**config.mk**
```make
export PLATFORM = sky130hd
export DESIGN_NAME = mux_stage_skid
export DESIGN_NICKNAME = d
export VERILOG_FILES = /design/src/rtl/mux_stage_skid.sv
export SDC_FILE = /design/constraint.sdc
export NUM_CORES = 1
export LEC_CHECK = 0
export ABC_AREA = 1
export ABC_CLOCK_PERIOD_IN_PS = 1400
export BUFFER_PORTS_ARGS = -buffer_cell sky130_fd_sc_hd__buf_4
export CORE_MARGIN = 2
export CORE_UTILIZATION = 52
export DETAILED_ROUTE_END_ITERATION = 10
export PLACE_DENSITY_LB_ADDON = 0.2
export SLEW_MARGIN = 20
export SYNTH_ARGS = -nofsm -noshare
export SYNTH_HDL_FRONTEND = slang
export SYNTH_SLANG_ARGS = --single-unit
```
**constraint.sdc**
```tcl
create_clock -name clk -period 1.4 [get_ports clk]
set_input_delay 0.14 -clock clk [delete_from_list [all_inputs] [get_ports clk]]
set_output_delay 0.14 -clock clk [all_outputs]
set_load 0.01 [all_outputs]
```
**src/rtl/mux_stage_skid.sv**
```systemverilog
// mux_stage_skid: registered valid/ready stage with 2-entry skid buffer after the source-select mux.
// Out-of-range selects are consumed, dropped and counted in a saturating error counter.
module mux_stage_skid #(
  parameter int WIDTH   = 16,
  parameter int SEL_W   = 3,
  parameter int NUM_SRC = 6,
  parameter int ERR_W   = 8
) (
  input  logic             clk,
  input  logic             rst_n,
  input  logic [WIDTH-1:0] in_data,
  input  logic [SEL_W-1:0] in_sel,
  input  logic             in_valid,
  output logic             in_ready,
  output logic [WIDTH-1:0] out_data,
  output logic [SEL_W-1:0] out_sel,
  output logic             out_valid,
  input  logic             out_ready,
  input  logic             clr_err,
  output logic [ERR_W-1:0] err_count,
  output logic             err_flag
);
  logic [WIDTH-1:0] main_data_q, main_data_d, skid_data_q, skid_data_d;
  logic [SEL_W-1:0] main_sel_q, main_sel_d, skid_sel_q, skid_sel_d;
  logic             main_valid_q, main_valid_d, skid_valid_q, skid_valid_d;
  logic             in_ready_q;
  logic [ERR_W-1:0] err_count_q, err_count_d, err_base;
  logic             err_flag_q, err_flag_d;
  logic             accept, bad, store, pop;
  assign accept = in_valid & in_ready_q;
  assign bad    = in_sel >= SEL_W'(NUM_SRC);
  assign store  = accept & ~bad;
  assign pop    = main_valid_q & out_ready;
  always_comb begin
    main_valid_d = main_valid_q;
    main_data_d  = main_data_q;
    main_sel_d   = main_sel_q;
    skid_valid_d = skid_valid_q;
    skid_data_d  = skid_data_q;
    skid_sel_d   = skid_sel_q;
    if (!main_valid_q || pop) begin
      main_valid_d = skid_valid_q | store;
      main_data_d  = skid_valid_q ? skid_data_q : store ? in_data : main_data_q;
      main_sel_d   = skid_valid_q ? skid_sel_q : store ? in_sel : main_sel_q;
      skid_valid_d = 1'b0;
    end else if (store) begin
      skid_valid_d = 1'b1;
      skid_data_d  = in_data;
      skid_sel_d   = in_sel;
    end
  end
  // clear applies before the count so a same-cycle error leaves a count of 1
  always_comb begin
    err_base    = clr_err ? '0 : err_count_q;
    err_count_d = (accept && bad && err_base != '1) ? err_base + 1'b1 : err_base;
    err_flag_d  = (~clr_err & err_flag_q) | (accept & bad);
  end
  always_ff @(posedge clk) begin
    if (!rst_n) begin
      main_valid_q <= 1'b0;
      main_data_q  <= '0;
      main_sel_q   <= '0;
      skid_valid_q <= 1'b0;
      skid_data_q  <= '0;
      skid_sel_q   <= '0;
      in_ready_q   <= 1'b1;
      err_count_q  <= '0;
      err_flag_q   <= 1'b0;
    end else begin
      main_valid_q <= main_valid_d;
      main_data_q  <= main_data_d;
      main_sel_q   <= main_sel_d;
      skid_valid_q <= skid_valid_d;
      skid_data_q  <= skid_data_d;
      skid_sel_q   <= skid_sel_d;
      in_ready_q   <= ~skid_valid_d;
      err_count_q  <= err_count_d;
      err_flag_q   <= err_flag_d;
    end
  end
  assign in_ready  = in_ready_q;
  assign out_valid = main_valid_q;
  assign out_data  = main_data_q;
  assign out_sel   = main_sel_q;
  assign err_count = err_count_q;
  assign err_flag  = err_flag_q;
endmodule

```
==> results.toml <==
[clocking]
cts_tree = "done"
cts_buffers = 5
htreeDepth = 2
cts_resized = 0
cts_setup_buffers = 0
clk_pin_slew_worst_paths_ns = 0.08
cts-hold-fix-buffers = 0
cts.sinks = 50
clockBufferDepth = 2
clockRootBuffer = "clkbuf_8"
clk_latency_ns = 0.29

[power]
p_comb_share_pct = 15.2
p_seq_share_pct = 56.5
pwr-share-clk_pct = 28.2
p_sw_mw = 0.686
p_int_mw = 2.03
powerDensity_nw_per_um2 = 1030
switching_share_pct = 25.2
ir_drop_v = 0.000902
leakage_nw = 1.15

[yosys]
synth_area_um2 = 2140
synth_compound_area_share_pct = 19.7
ys_top_cells_by_area = "dfxtp_1, o21ai_0, nor2_1, nand2_1, a21oi_1"
synth_xor_area_share_pct = 0
yosysTopAreaCellShare_pct = 46.7
synth_nets = 325
synth_warnings = 0
yosysSeqAreaShare_pct = 46.7
synth_top_cell_by_area = "dfxtp_1"
netlist_instances = 301
synthMuxAreaShare_pct = 0
syn_avg_cell_area_um2 = 7.12
synthSimpleGateAreaFrac_pct = 22.7
synth_top_family_by_area = "simple AND/OR/NAND/NOR gates"
synth_cell_type_count = 22
ys_ff_latch = 50
synthAdderAreaFrac_pct = 0

[detailed_routing]
dr_total_vias = 1977
first_iter_violations = 59
avgViaCountPerCell = 4.97
firstDrtPassIters = 4
routed_wl_mm = 4.36
drc = 0
ant_nets = 0
wl_per_cell_um = 10.9

[floorplan]
io_pins = 54
core-area_um2 = 3970
die-width_um = 68.2
initial_core_util_pct = 54.0
rows = 23
die_area_um2 = 4650
die_h_um = 68.2

[final_layout]
multi_input_area_um2 = 916
fin_nets = 372
utilization_pct = 66.3
area_growth_pct = 22.9
register_area_um2 = 1000
diodes = 0
n_fill_cell = 388
drive_gt1_share_pct = 21.3

[worst_setup_path]
critPathRequiredTime_ns = 1.63
path_max_fanout = 19
crit_path_start_kind = "register"
criticalPathCategory = "register to register"
arrival_ns = 1.45
r2r_slack_ns = 0.18
worstSetupEndpointType = "register"

[timing]
rsz0062_at_grt = "false"
fin_ws_ns = 0.180
worst_slew_margin_rel_pct = 73.8
setup_violations = 0
drv_slew = 0
clock.fmax_ghz = 0.820
fin_crit_sh_pct = 87.2
fin_worst_skew_ns = 0.00311
tns_ns = 0
period_needed_ns = 1.22
final_hold_viol_count = 0
worst_pin_slew_ns = 0.393

[placement]
dp_hpwl_mm = 3.03
post-place-ws_ns = 0.159
io_buffers = 53
place.gp.congestion = 0.769

[global_routing]
grt_first_pass_wirelength_mm = 6.69
grt_pass1_vias = 1576
grt_max_degree = 48
antenna_found_initial = 0
overflow = 0
grt_usage_pct = 19.2

[flow_run]
maxCapViolations = 0

[run_status]
status = "completed"

[worst_hold_path]
hold_class = "input pin to register"
## metal layers
layer	GRT usage (%)	wire, um
met5	0	0
met4	8.75	73
met3	5.59	239
met2	32.6	2150
met1	22.3	1890
## worst max-delay path, cell delays in order (launching register included)
cell	delay, ns
dfxtp_1	0.35
nand2_2	0.08
inv_2	0.06
nand2_1	0.05
nand2_2	0.13
nand2_4	0.11
inv_4	0.19
nor2_1	0.07
nor2_1	0.10
## flip-flops by register name, indices dropped and copies added, names as in the netlist, 3 cells and up
signal,cells
out_data,16
skid_data_q,16
err_count,8
out_sel,3
skid_sel_q,3
## power groups by stage
stage / sequential, mW / clock [mW] / combinational [mW]
after global placement: 1.57 / 0 / 0.404
after CTS: 1.54 / 0.798 / 0.415
after global routing: 1.55 / 0.859 / 0.469
after detailed placement: 1.57 / 0 / 0.414
final: 1.54 / 0.768 / 0.415
after floorplan: 1.59 / 0 / 0.215
## placed cells by master (no fill, tap or decap), types with 5 or more instances in the layout
cell type	instances
a21oi_1	25
buf_4	53
clkbuf_8	5
dfxtp_1	50
inv_1	32
nand2_1	39
nand2_2	5
nand3_1	9
nor2_1	57
o21ai_0	47
o21ai_1	11
## path summary, 6_finish.rpt
path | endpoint | startpoint | depth (start not counted)
hold / removal | skid_data_q[14] | in_data[14] | 3
setup / recovery | out_sel[1] | in_ready | 8
setup reg to reg | out_sel[1] | in_ready | 8
hold reg to reg | skid_data_q[12] | skid_data_q[12] | 2
## logic make-up after synthesis
family	after synthesis
AO/OA/AOI/OAI	84
AND/OR/NAND/NOR	115
flip-flops	50
buffers and inverters	52
## cell type report
cell class	count	area share, %
flip-flops and latches	50	38.0
repair buffers	55	16.6
clock buffers	7	2.90
inverters	36	5.32
well taps	50	2.38
multi-input cells	200	34.8
## Yosys cell counts
library cell and instances:
nand3_2 1, buf_1 1, buf_4 3, a21boi_0 1, nor2_1 57, inv_1 32
o21ai_0 47, buf_6 2, nand2_2 4, dfxtp_1 50, inv_4 2, o21ai_1 11
a21oi_1 25, nor2_2 1, nand4_1 1, nand3_1 9, buf_2 5, nor2_4 2
clkbuf_1 5, nand2_1 39, nand2_4 1, inv_2 2
## metrics by stage
| step | hold slack, ns | cell area, um2 | power, mW | cells |
|---|---|---|---|---|
| CTS | 0.110 | 2630 | 2.75 | 397 |
| floorplan | 0.314 | 2140 | 1.81 | 301 |
| detailed placement | 0.421 | 2550 | 1.99 | 390 |
| finish | 0.112 | 2630 | 2.72 | 398 |
| global placement | 0.413 | 2550 | 1.97 | 390 |
| global route | 0.126 | 2630 | 2.87 | 398 |
No activity file was read; power rests on OpenSTA's default activity.
